$ cat config.mk
export PLATFORM = sky130hd
export DESIGN_NAME = mac_operand_packer_flat
export DESIGN_NICKNAME = d
export VERILOG_FILES = /design/src/rtl/mac_pkg.sv /design/src/rtl/mac_operand_packer_if.sv /design/src/rtl/mac_lane_insert.sv /design/src/rtl/mac_operand_packer.sv /design/src/flat_wrapper.sv
export SDC_FILE = /design/constraint.sdc
export NUM_CORES = 1
export LEC_CHECK = 0
export CORE_AREA = 2 2 111 113
export CTS_BUF_LIST = sky130_fd_sc_hd__clkbuf_8
export CTS_CLUSTER_DIAMETER = 40
export CTS_CLUSTER_SIZE = 24
export DETAILED_ROUTE_END_ITERATION = 6
export DIE_AREA = 0 0 113 115
export PLACE_DENSITY = 0.95
export SYNTH_ARGS = -nofsm -noshare
export SYNTH_HDL_FRONTEND = slang
export SYNTH_SLANG_ARGS = --single-unit
$ cat constraint.sdc
create_clock -name clk -period 10.7 [get_ports clk]
set_input_delay 2.675 -clock clk [delete_from_list [all_inputs] [get_ports clk]]
set_output_delay 2.675 -clock clk [all_outputs]
set_load 0.01 [all_outputs]
$ cat src/rtl/mac_pkg.sv
// Shared types and lane geometry for the MAC operand path.
package mac_pkg;

    localparam int unsigned A_W   = 24;
    localparam int unsigned C_W   = 16;
    localparam int unsigned IN_W  = 16;
    localparam int unsigned CNT_W = 3;
    localparam int unsigned LW_W  = 5;

    typedef enum logic [1:0] {
        FP16 = 2'b00,
        FP8  = 2'b01,
        FP4  = 2'b10,
        INT4 = 2'b11
    } mode_e;

    function automatic logic [LW_W-1:0] lane_width(mode_e m);
        logic [LW_W-1:0] w;
        case (m)
            FP16:    w = LW_W'(16);
            FP8:     w = LW_W'(8);
            default: w = LW_W'(4);
        endcase
        return w;
    endfunction

    function automatic logic [CNT_W-1:0] lane_count(mode_e m);
        logic [CNT_W-1:0] n;
        case (m)
            FP16:    n = CNT_W'(1);
            FP8:     n = CNT_W'(3);
            default: n = CNT_W'(6);
        endcase
        return n;
    endfunction

endpackage

$ cat src/rtl/mac_operand_packer_if.sv
// Beat input and packed-word output handshakes of the operand packer.
interface mac_operand_packer_if;

    logic                        in_valid;
    logic                        in_ready;
    logic [mac_pkg::IN_W-1:0]    in_a;
    logic [mac_pkg::IN_W-1:0]    in_b;
    logic [mac_pkg::C_W-1:0]     in_c;
    logic [1:0]                  in_mode;
    logic                        in_last;
    logic                        out_valid;
    logic                        out_ready;
    logic [mac_pkg::A_W-1:0]     out_a;
    logic [mac_pkg::A_W-1:0]     out_b;
    logic [mac_pkg::C_W-1:0]     out_c;
    logic [1:0]                  out_mode;
    logic [mac_pkg::CNT_W-1:0]   out_lanes;

    modport master (
        output in_valid, in_a, in_b, in_c, in_mode, in_last, out_ready,
        input  in_ready, out_valid, out_a, out_b, out_c, out_mode, out_lanes
    );

    modport slave (
        input  in_valid, in_a, in_b, in_c, in_mode, in_last, out_ready,
        output in_ready, out_valid, out_a, out_b, out_c, out_mode, out_lanes
    );

endinterface

$ cat src/rtl/mac_lane_insert.sv
// Writes one element into lane idx of a packed word; lane 0 sits in the MSBs.
module mac_lane_insert
    import mac_pkg::*;
(
    input  logic [A_W-1:0]   word,
    input  logic [IN_W-1:0]  elem,
    input  mode_e            mode,
    input  logic [CNT_W-1:0] idx,
    output logic [A_W-1:0]   word_c
);

    logic [LW_W-1:0] w;
    logic [LW_W-1:0] sh;
    logic [A_W-1:0]  mask;

    always_comb begin
        w      = lane_width(mode);
        mask   = (A_W'(1) << w) - A_W'(1);
        sh     = '0;
        word_c = word;
        if (mode == FP16) begin
            word_c = A_W'(elem);
        end else begin
            sh     = LW_W'(A_W) - LW_W'(w * (LW_W'(idx) + LW_W'(1)));
            word_c = (word & ~(mask << sh)) | ((A_W'(elem) & mask) << sh);
        end
    end

endmodule

$ cat src/rtl/mac_operand_packer.sv
// Packs per-beat operand pairs into A/B lane words with one held word of buffering.
module mac_operand_packer
    import mac_pkg::*;
(
    input  logic               clk,
    input  logic               rst_n,
    mac_operand_packer_if.slave bus
);

    typedef enum logic [1:0] {IDLE, FILL, HOLD} state_e;

    state_e           state;
    logic [CNT_W-1:0] cnt;
    logic [A_W-1:0]   asm_a;
    logic [A_W-1:0]   asm_b;
    logic [C_W-1:0]   asm_c;
    mode_e            asm_mode;
    logic             in_ready_q;
    logic             out_valid_q;
    logic [A_W-1:0]   out_a_q;
    logic [A_W-1:0]   out_b_q;
    logic [C_W-1:0]   out_c_q;
    mode_e            out_mode_q;
    logic [CNT_W-1:0] out_lanes_q;

    logic             beat_c;
    logic             first_c;
    mode_e            mode_c;
    logic [CNT_W-1:0] idx_c;
    logic [CNT_W-1:0] lanes_c;
    logic             done_c;
    logic             drain_c;
    logic             free_c;
    logic [C_W-1:0]   c_c;
    logic [A_W-1:0]   ins_a_c;
    logic [A_W-1:0]   ins_b_c;

    assign bus.in_ready  = in_ready_q;
    assign bus.out_valid = out_valid_q;
    assign bus.out_a     = out_a_q;
    assign bus.out_b     = out_b_q;
    assign bus.out_c     = out_c_q;
    assign bus.out_mode  = out_mode_q;
    assign bus.out_lanes = out_lanes_q;

    // Mode and C come from the bus on the first beat, from the assembly regs afterwards.
    always_comb begin
        beat_c  = bus.in_valid && in_ready_q;
        first_c = (state == IDLE);
        mode_c  = first_c ? mode_e'(bus.in_mode) : asm_mode;
        c_c     = first_c ? bus.in_c : asm_c;
        idx_c   = first_c ? '0 : cnt;
        lanes_c = idx_c + CNT_W'(1);
        done_c  = (lanes_c == lane_count(mode_c)) || bus.in_last;
        drain_c = out_valid_q && bus.out_ready;
        free_c  = !out_valid_q || bus.out_ready;
    end

    mac_lane_insert u_ins_a (
        .word   (asm_a),
        .elem   (bus.in_a),
        .mode   (mode_c),
        .idx    (idx_c),
        .word_c (ins_a_c)
    );

    mac_lane_insert u_ins_b (
        .word   (asm_b),
        .elem   (bus.in_b),
        .mode   (mode_c),
        .idx    (idx_c),
        .word_c (ins_b_c)
    );

    always_ff @(posedge clk) begin
        if (!rst_n) begin
            state       <= IDLE;
            cnt         <= '0;
            asm_a       <= '0;
            asm_b       <= '0;
            asm_c       <= '0;
            asm_mode    <= FP16;
            in_ready_q  <= 1'b1;
            out_valid_q <= 1'b0;
            out_a_q     <= '0;
            out_b_q     <= '0;
            out_c_q     <= '0;
            out_mode_q  <= FP16;
            out_lanes_q <= '0;
        end else begin
            if (drain_c) begin
                out_valid_q <= 1'b0;
            end
            case (state)
                IDLE, FILL: begin
                    if (beat_c) begin
                        if (done_c && free_c) begin
                            out_valid_q <= 1'b1;
                            out_a_q     <= ins_a_c;
                            out_b_q     <= ins_b_c;
                            out_c_q     <= c_c;
                            out_mode_q  <= mode_c;
                            out_lanes_q <= lanes_c;
                            asm_a       <= '0;
                            asm_b       <= '0;
                            asm_c       <= '0;
                            asm_mode    <= FP16;
                            cnt         <= '0;
                            state       <= IDLE;
                        end else begin
                            asm_a    <= ins_a_c;
                            asm_b    <= ins_b_c;
                            asm_c    <= c_c;
                            asm_mode <= mode_c;
                            cnt      <= lanes_c;
                            if (done_c) begin
                                state      <= HOLD;
                                in_ready_q <= 1'b0;
                            end else begin
                                state <= FILL;
                            end
                        end
                    end
                end
                HOLD: begin
                    // Held word replaces the draining one so out_valid stays high.
                    if (drain_c) begin
                        out_valid_q <= 1'b1;
                        out_a_q     <= asm_a;
                        out_b_q     <= asm_b;
                        out_c_q     <= asm_c;
                        out_mode_q  <= asm_mode;
                        out_lanes_q <= cnt;
                        asm_a       <= '0;
                        asm_b       <= '0;
                        asm_c       <= '0;
                        asm_mode    <= FP16;
                        cnt         <= '0;
                        state       <= IDLE;
                        in_ready_q  <= 1'b1;
                    end
                end
                default: begin
                    state      <= IDLE;
                    in_ready_q <= 1'b1;
                end
            endcase
        end
    end

endmodule

$ cat src/flat_wrapper.sv
// flat-port wrapper written by rule: the top's interface ports become plain ports
module mac_operand_packer_flat import mac_pkg::*;
  (clk, rst_n, bus_in_valid, bus_in_a, bus_in_b, bus_in_c, bus_in_mode, bus_in_last, bus_out_ready, bus_in_ready, bus_out_valid, bus_out_a, bus_out_b, bus_out_c, bus_out_mode, bus_out_lanes);
  mac_operand_packer_if bus_i ();
  input  logic clk;
  input  logic rst_n;
  input wire logic [$bits(bus_i.in_valid)-1:0] bus_in_valid;
  input wire logic [$bits(bus_i.in_a)-1:0] bus_in_a;
  input wire logic [$bits(bus_i.in_b)-1:0] bus_in_b;
  input wire logic [$bits(bus_i.in_c)-1:0] bus_in_c;
  input wire logic [$bits(bus_i.in_mode)-1:0] bus_in_mode;
  input wire logic [$bits(bus_i.in_last)-1:0] bus_in_last;
  input wire logic [$bits(bus_i.out_ready)-1:0] bus_out_ready;
  output wire logic [$bits(bus_i.in_ready)-1:0] bus_in_ready;
  output wire logic [$bits(bus_i.out_valid)-1:0] bus_out_valid;
  output wire logic [$bits(bus_i.out_a)-1:0] bus_out_a;
  output wire logic [$bits(bus_i.out_b)-1:0] bus_out_b;
  output wire logic [$bits(bus_i.out_c)-1:0] bus_out_c;
  output wire logic [$bits(bus_i.out_mode)-1:0] bus_out_mode;
  output wire logic [$bits(bus_i.out_lanes)-1:0] bus_out_lanes;
  assign bus_i.in_valid = bus_in_valid;
  assign bus_i.in_a = bus_in_a;
  assign bus_i.in_b = bus_in_b;
  assign bus_i.in_c = bus_in_c;
  assign bus_i.in_mode = bus_in_mode;
  assign bus_i.in_last = bus_in_last;
  assign bus_i.out_ready = bus_out_ready;
  assign bus_in_ready = bus_i.in_ready;
  assign bus_out_valid = bus_i.out_valid;
  assign bus_out_a = bus_i.out_a;
  assign bus_out_b = bus_i.out_b;
  assign bus_out_c = bus_i.out_c;
  assign bus_out_mode = bus_i.out_mode;
  assign bus_out_lanes = bus_i.out_lanes;
  mac_operand_packer u_core (.clk(clk), .rst_n(rst_n), .bus(bus_i));
endmodule
==> out/metrics.cfg, run 1 <==
[detailed_routing]
routed-via-count = 6871
post-route-drc-count = 11
wire_per_inst_um = 19.9
first_pass_iters = 7
via_per_inst = 6.78
drtIter0Drc = 842
routed_wl_mm = 20.2
ant_nets = 0

[grt]
grt_pass1_wl_mm = 31.7
grt_max_degree = 85
gr-total-overflow = 0
grt_antenna_before_repair = 0
grt_usage_pct = 30.3
first_global_vias = 6365

[critical_path]
endpoint_kind = register
crit_type = in2reg
rrSetupSlack_ns = 6.15
cp-start-kind = input pin
critPathRequiredTime_ns = 11.08
critPathArrivalTime_ns = 7.13
critical_path.top_delay_family = simple AND/OR/NAND/NOR gates
path_buf_inv = 2
critPathSlowestCell = nor3_2
path_cells = clkdlybuf4s50_1 -> or3b_1 -> and2_1 -> inv_1 -> and2_1 -> ha_1 -> ha_1 -> xnor3_1 -> and4_4 -> nor2_8 -> xnor2_1 -> nor3_2 -> a22oi_1 -> o2bb2ai_1
slowest_delay_ns = 0.90
crit_fanout = 16

[sta]
period_share_pct = 63.1
finalSetupTns_ns = 0
slew_headroom_pct = 16.5
fin_crit_ns = 6.75
hold_viol_final = 0
rsz0062_at_grt = no
tightest_slew_ns = 1.25
max_freq_ghz = 0.148
skew_ns = 0.00911
finalSetupViolCount = 0
final_max_slew_viol_count = 0

[floorplan]
rows = 40
io_pins = 126
core_area_um2 = 11800
initial_core_util_pct = 56.9
die_x_um = 113
die_area_um2 = 13000
die_h_um = 115

[logic_synthesis]
yosysSeqAreaShare_pct = 42.3
synth.top_cells.by_count = 142 x dfxtp_1, 121 x nand2_1, 53 x o21ai_0
yosysTopAreaCell = dfxtp_1
syn-num-nets = 822
synthMuxAreaShare_pct = 2.27
synth_top_family_by_area = compound AO/OA/AOI/OAI gates
ys.flop_type = dfxtp_1
netlist-cell-type-count = 72
postSynth.asyncResetShare_pct = 0
netlist.area_leader.share_pct = 42.3
synth-edff-count = 0
synth-compound-area-share_pct = 33.9
synth_simple_gate_area_share_pct = 14.8
synth-seq-cells = 142
yosys.area_share.adder_pct = 0.745
yosysWarningCount = 0
synth_cells = 763
yosys.area_share.xor_xnor_pct = 1.45
avgSynthCellArea_um2 = 8.81
ys_top_cells_by_area = dfxtp_1 42%, nand2_1 6.8%, o21ai_0 3.9%
syn-cell-area_um2 = 6720
yosys.cell_count.top_type = dfxtp_1

[clocking]
cts_tree = done
clk_pin_slew_ns = 0.08
postCtsHoldBufs = 0
clkSinkCount = 142
cts-resized-gates = 0
cts_setup_buffers = 0
insertion_delay_ns = 0.46
htreeDepth = 4
cts-root-buf = clkbuf_8
cts_inserted_buffers = 17
clock_path_buffers = 2

[power_and_ir_drop]
vdd_drop_max_uv = 104
powerDensity_nw_per_um2 = 169
p_sw_share_pct = 30.7
leakagePower_nw = 3.01
internal_power_mw = 0.987
power.total_mw = 1.42
clkPwrFrac_pct = 34.4
power_frac_comb_pct = 23.8
p_sw_mw = 0.438
p_seq_share_pct = 41.9

[run]
cap_violations = 0

[worst_hold_path]
hold_path_class = reg2reg

[final_layout]
fin_nets = 913
syn2layout_area_growth_pct = 25.1
fin_area_um2 = 8410
drive_gt1_share_pct = 8.65
n_antenna_cell = 0
fillers = 831

[outcome]
status = complete, but fails checks
violations = design-rule violations

[placement]
io_buffer_count = 125
gp_congestion = 0.972
dp_hpwl_mm = 12.7
placed_cell_area_um2 = 7960

-- sequential cells by signal (all words and copies together), names as in the netlist --
name / flops
u_core.asm_mode: 2
u_core.bus.out_valid: 1
u_core.asm_b: 24
u_core.bus.out_lanes: 3
u_core.bus.out_b: 24
u_core.bus.out_a: 24
u_core.asm_c: 16
u_core.cnt: 3
u_core.bus.in_ready: 1
u_core.bus.out_c: 16
u_core.bus.out_mode: 2
u_core.state: 2
u_core.asm_a: 24
-- per-layer routing --
layer,share of wire [%],track usage [%],vias to the layer above
li1,-,-,3079
met1,40,40.2,3229
met2,46,48.1,493
met3,11,6.54,70
met4,3.0,13.1,0
met5,0,0,-
-- final timing paths --
check / from / end / cells past startpoint
hold reg to reg: u_core.asm_c[14]$_SDFFE_PN0P_ / u_core.asm_c[14]$_SDFFE_PN0P_ / 1
hold / removal: u_core.asm_c[14]$_SDFFE_PN0P_ / u_core.asm_c[14]$_SDFFE_PN0P_ / 1
setup / recovery: bus_in_mode[1] / u_core.asm_b[17]$_SDFFE_PN0P_ / 14
setup reg to reg: u_core.state[0]$_SDFFE_PN0P_ / u_core.asm_b[17]$_SDFFE_PN0P_ / 13
-- power groups by stage --
stage / Sequential [mW] / Combinational [mW] / Clock, mW
floorplan: 0.613 / 0.191 / 0
global placement: 0.605 / 0.322 / 0
detailed placement: 0.606 / 0.329 / 0
CTS: 0.595 / 0.332 / 0.487
global route: 0.600 / 0.361 / 0.508
finish: 0.596 / 0.339 / 0.489
-- cells by family after synthesis --
logic type,after synthesis
buffers and inverters,68
xor gates and xnor gates,7
adders and majority gates,4
muxes,14
DFF,142
AOI/OAI and AO/OA,313
and+or+nand+nor,215
-- cell usage in the layout (no fill, tap or decap), types with 4 or more instances in the layout --
cell type        count
a31oi_1             23
clkdlybuf4s50_1    125
nand2b_1             5
a21oi_2              4
o211a_1              4
a22oi_1             17
a21oi_1             46
o211ai_1            17
o21ai_1             11
a211oi_1             7
clkbuf_8            21
buf_4               10
a311oi_1            22
nor2_1              49
o2bb2ai_1           24
a32oi_1             11
dfxtp_1            142
a22o_1              30
o2111ai_1            5
o21ai_0             53
ha_1                 4
a222oi_1             7
nand2_1            121
mux2i_1             13
inv_1                6
o22ai_1              4
nor3_1               8
bufinv_16            4
-- final cells by class --
cell class / instances / area [µm²] / share of cell area, %
clock buffers: 21 / 289 / 3.44
multi-input cells: 553 / 3580 / 42.6
clock inverters: 11 / 164 / 1.95
repair buffers: 135 / 1330 / 15.8
well taps: 147 / 184 / 2.19
flip-flops and latches: 142 / 2840 / 33.8
inverters: 5 / 18.8 / 0.223
-- metrics by stage --
stage | cells | worst slack [ns] | hold slack (ns) | utilization [%]
finish | 1014 | 3.95 | 0.466 | 71.2
floorplan | 763 | 5.06 | 0.432 | -
global route | 1014 | 3.70 | 0.485 | 71.2
CTS | 1014 | 4.06 | 0.464 | 71.2
detailed placement | 982 | 3.64 | 0.447 | 67.4
global placement | 982 | 3.74 | 0.442 | 67.4
No activity file was read; power rests on OpenSTA's default activity.
==> run 2: changes to the inputs <==
--- a/config.mk
+++ b/config.mk
@@ -5,13 +5,13 @@
 export SDC_FILE = /design/constraint.sdc
 export NUM_CORES = 1
 export LEC_CHECK = 0
-export CORE_AREA = 2 2 111 113
+export CORE_AREA = 2 2 121 123
 export CTS_BUF_LIST = sky130_fd_sc_hd__clkbuf_8
 export CTS_CLUSTER_DIAMETER = 40
 export CTS_CLUSTER_SIZE = 24
 export DETAILED_ROUTE_END_ITERATION = 6
-export DIE_AREA = 0 0 113 115
-export PLACE_DENSITY = 0.95
+export DIE_AREA = 0 0 123 125
+export PLACE_DENSITY = 0.89
 export SYNTH_ARGS = -nofsm -noshare
 export SYNTH_HDL_FRONTEND = slang
 export SYNTH_SLANG_ARGS = --single-unit
==> constraint.sdc (replaced) <==
create_clock -name clk -period 6 [get_ports clk]
set_input_delay 1.5 -clock clk [delete_from_list [all_inputs] [get_ports clk]]
set_output_delay 1.5 -clock clk [all_outputs]
set_load 0.01 [all_outputs]
==> out/metrics.cfg, run 2 (synthesized netlist as in run 1, its figures left out) <==
[sta]
fin_crit_ns = 5.15
skew_ns = 0.00897
tightest_slew_ns = 1.28
final_max_slew_viol_count = 0
hold_viol_final = 0
period_share_pct = 85.8
worst_slack_ns = 0.849
rsz0062_at_grt = no
max_freq_ghz = 0.194
slew_headroom_pct = 14.6
finalSetupTns_ns = 0
finalSetupViolCount = 0

[critical_path]
worstReg2RegEnd = u_core.asm_b[19]$_SDFFE_PN0P_
crit_fanout = 18
r2r_cells = 12
critPathArrivalTime_ns = 5.53
critPathSlowestCell = ha_1
crit_type = in2reg
rrSetupSlack_ns = 1.85
cp-start-kind = input pin
path_cells = clkdlybuf4s50_1 -> or3b_1 -> and2_1 -> inv_1 -> and2_1 -> ha_1 -> ha_1 -> inv_1 -> a211oi_1 -> nand2_1 -> o21ai_1 -> a22oi_1 -> o2bb2ai_1
timing.rr.start = u_core.state[0]$_SDFFE_PN0P_
endpoint_kind = register
slowest_delay_ns = 0.69
critPathRequiredTime_ns = 6.38

[floorplan]
die_x_um = 123
core_area_um2 = 14200
rows = 44
die_area_um2 = 15400
die_h_um = 125
io_pins = 126
initial_core_util_pct = 47.3

[detailed_routing]
post-route-drc-count = 0
routed-via-count = 6728
ant_nets = 0
first_pass_iters = 6
drtIter0Drc = 811
wire_per_inst_um = 19.2
via_per_inst = 6.35
routed_wl_mm = 20.3

[placement]
dp_hpwl_mm = 13.6
gp_congestion = 0.949
placed_cell_area_um2 = 8090
io_buffer_count = 125
place_worst_setup_slack_ns = 0.501
placed_cells = 1029

[power_and_ir_drop]
powerDensity_nw_per_um2 = 293
leakagePower_nw = 3.05
vdd_drop_max_uv = 190

[grt]
grt_usage_pct = 26.8
grt_antenna_before_repair = 0
gr-total-overflow = 0
grt_max_degree = 57
first_global_vias = 6453
grt_pass1_wl_mm = 32.6

[clocking]
postCtsHoldBufs = 0
cts_inserted_buffers = 17
cts_setup_buffers = 0
clock_path_buffers = 2
cts_tree = done
htreeDepth = 4
cts-root-buf = clkbuf_8
insertion_delay_ns = 0.46
clk_pin_slew_ns = 0.08
clkSinkCount = 142
cts-resized-gates = 0

[final_layout]
fin_area_um2 = 8510
n_antenna_cell = 0
layout_common_cells = 142 x dfxtp_1, 125 x clkdlybuf4s50_1, 121 x nand2_1
multi_input_area_um2 = 3580
layoutNonFillerInstCount = 1060
layout_commonest_cell = dfxtp_1
fin_nets = 923
drive_gt1_share_pct = 9.70
syn2layout_area_growth_pct = 26.6
fillers = 1224
seq_area_um2 = 2840

[worst_hold_path]
hold_depth = 1
hold_path_class = reg2reg
hold_end = u_core.asm_c[11]$_SDFFE_PN0P_
hold_start = u_core.asm_c[11]$_SDFFE_PN0P_

[outcome]
status = completed

[run]
cap_violations = 0

[run 2: cell types whose count changed in the layout (fill, tap and decap cells not counted), sizes merged]
cell and change:
buf +10, clkbuf -3, clkinv +3, clkinvlp +1, inv -2
[run 2: final cells by class]
class                      count  share of cell area [%]
inverter                       5                   0.221
clock buffer                  18                    2.91
clock inverter                13                    2.04
multi-input combinational    553                    42.1
tap                          184                    2.71
timing repair buffer         145                    16.6
sequential                   142                    33.4
[run 2: how the worst max path moves through the flow]
stage               cells past startpoint                                end  slack (ns)            from
detailed placement                     13      u_core.asm_b[19]$_SDFFE_PN0P_        0.50  bus_in_mode[1]
global placement                       13  u_core.bus.out_a[19]$_SDFFE_PN0P_        0.63  bus_in_mode[1]
CTS                                    13  u_core.bus.out_a[19]$_SDFFE_PN0P_        0.97  bus_in_mode[1]
floorplan                              15  u_core.bus.out_b[12]$_SDFFE_PN0P_        1.53  bus_in_mode[1]
finish                                 13      u_core.asm_b[19]$_SDFFE_PN0P_        0.85  bus_in_mode[1]
global route                           13  u_core.bus.out_b[19]$_SDFFE_PN0P_        0.53  bus_in_mode[1]
[run 2: worst max-delay path: cells and delay by family]
kind                     cells  cell delay (ns)
AO/OA/AOI/OAI                4             1.15
adder cells (fa/ha/maj)      2             0.92
buffers and inverters        3             0.99
AND/OR/NAND/NOR              4             0.98
[run 2: layer usage]
layer  routed length [µm]  global-route usage, %
met2                 9350                   41.1
met5                    0                      0
met3                 1900                   6.30
met4                  818                   13.6
met1                 8230                   34.9
[run 2: per-stage QoR]
stage	utilization [%]	total power [mW]	hold slack, ns
2_1_floorplan	-	1.43	0.432
3_3_place_gp	57.0	1.67	0.443
3_5_place_dp	57.0	1.68	0.446
4_1_cts	59.9	2.49	0.466
5_1_grt	59.9	2.59	0.484
6_report	59.9	2.50	0.465
[run 2: where the power goes]
group	total, mW	internal [mW]	switching [mW]
clock network	0.821	0.456	0.365
logic	0.613	0.260	0.353
registers	1.06	1.01	0.0487
==> patch (config.mk and constraints of run 1) <==
Encoding of `state_e`: now one-hot (3 bits for 3 states).
--- a/src/rtl/mac_operand_packer.sv
+++ b/src/rtl/mac_operand_packer.sv
@@ -8,5 +8,5 @@
 );
 
-    typedef enum logic [1:0] {IDLE, FILL, HOLD} state_e;
+    typedef enum logic [2:0] {IDLE = 3'b001, FILL = 3'b010, HOLD = 3'b100} state_e;
 
     state_e           state;
Behaviour: no difference found for any inputs over 4 cycles, from zero or initial values and one cycle with rst_n low; so few cycles prove little.
==> patch against run 1 <==
First-iteration DRC count grew 27%. Critical endpoint is now u_core.bus.out_b[21]. Largest power group unchanged. Maximum frequency shrank 6.4%. Power grew 11%. Synthesized area grew 2.0%. The run still ends with design-rule violations left. Worst setup slack lost 0.46 ns. Sequential power grew 2%. Final area grew 2.6%. Routed wire length grew 9.5%. Combinational power grew 50%. Sequential cell count grew 1.
==> patch: results (changes against run 1) <==
count of different cell masters after synthesis: 67 (-6.9%)
wire length on met2: 10200 µm (+9.3%)
GR Layer Usage met2: 54.0% (+5.9 points)
Worst Tran Pin Value: 1.24 ns (-0.0118 ns)
failing checks: design-rule violations
worst vdd ir: 0.0917 mV (-12%)
hpwl dp: 15300 µm (+20%)
Worst Hold Launch: u_core.asm_a[13]
hold endpoint: u_core.asm_a[13]
Reg-to-Reg End: u_core.bus.out_b[21]
layout cells sized above 1: 7.37% (-1.3 points)
Total GRT Usage: 33.9% (+3.6 points)
first-pass GRT wire length: 34700 µm (+9.5%)
post-placement setup slack: 3.13 ns (-0.508 ns)
Final nets: 956 (+4.7%)
vias after detailed routing: 7099 (+3.3%)
worst hold slack: 0.458 ns (-0.00803 ns)
largest net degree at the start of global routing: 82 (-3.5%)
wl on met1: 8700 µm (+8.6%)
R2R setup slack: 5.26 ns (-0.89 ns)
synthesized area per cell: 8.62 µm² (-2.1%)
dpl cells: 1024 (+4.3%)
GRT met3 Usage: 8.96% (+2.4 points)
initial DRC count: 1067 (+27%)
GR Util met1: 42.8% (+2.6 points)
skew final: 0.00902 ns (-0.0000862 ns)
CP max-delay cell: a21oi_1
leakage: 3.14 nW (+4.2%)
WP data arrival: 7.55 ns (+0.42 ns)
drc violations: 10 (-1)
routability-driven placement congestion ratio: 1.03 (+5.8%)
final WL: 22100 µm (+9.5%)
cell family with the largest share of critical-path delay: compound AO/OA/AOI/OAI gates
Commonest cells post-synth: 143 x dfxtp_1, 110 x nand2_1, 73 x o21ai_0
synth top area cells: dfxtp_1 42%, nand2_1 6.0%, o21ai_0 5.3%
status: finished, violations left
## patch: changes by cell type after synthesis, moves of 12 or more
cell / delta
a22oi_1: +25
a21oi_1: -22
buf_2: -21
o21ai_0: +20
nand3_1: +16
clkbuf_1: +15
nor2_1: +14
a22o_1: -13
o211ai_1: -13
a221oi_1: +12
## patch: cell families after synthesis
kind of cell    Yosys count  share of synthesized area [%]
simple gates            231                           15.3
buf+inv                  70                           4.09
mux                      20                           3.23
fa+ha+maj                 5                          0.912
flops                   143                           41.8
xor+xnor                  5                          0.639
compound gates          321                           34.1
## patch: cell type report
cell class | instances | area [µm²] | share of cell area, %
sequential | 143 | 2860 | 33.2
timing repair buffer | 139 | 1360 | 15.7
inverter | 13 | 48.8 | 0.566
clock buffer | 18 | 248 | 2.87
tap | 147 | 184 | 2.13
clock inverter | 14 | 190 | 2.20
multi-input combinational | 582 | 3740 | 43.3
## patch: worst max path at each step
stage,endpoint,slack (ns),depth (start not counted)
after floorplan,u_core.bus.out_a[20],5.00,13
final,u_core.bus.out_b[21],3.48,13
after global placement,u_core.bus.out_a[21],3.33,13
after detailed placement,u_core.bus.out_b[21],3.13,13
after global routing,u_core.bus.out_b[14],3.21,11
after CTS,u_core.bus.out_b[21],3.62,13
## patch: worst reg2reg max path, cell delays in order (launching register included)
cell and delay, ns:
dfxtp_1 0.48, nor3b_2 0.32, mux2i_2 0.89, inv_1 0.31, ha_1 0.29, buf_4 0.26
ha_1 0.27, xnor2_1 0.28, xor2_1 0.36, nand4_1 0.24, a21oi_1 0.90, o21ai_0 0.28
nand3_1 0.28, o21ai_0 0.14
## patch: power breakdown
group          internal (W)  switching, W
logic              0.000191      0.000316
registers          0.000580     0.0000304
clock network      0.000259      0.000211
total               0.00103      0.000557
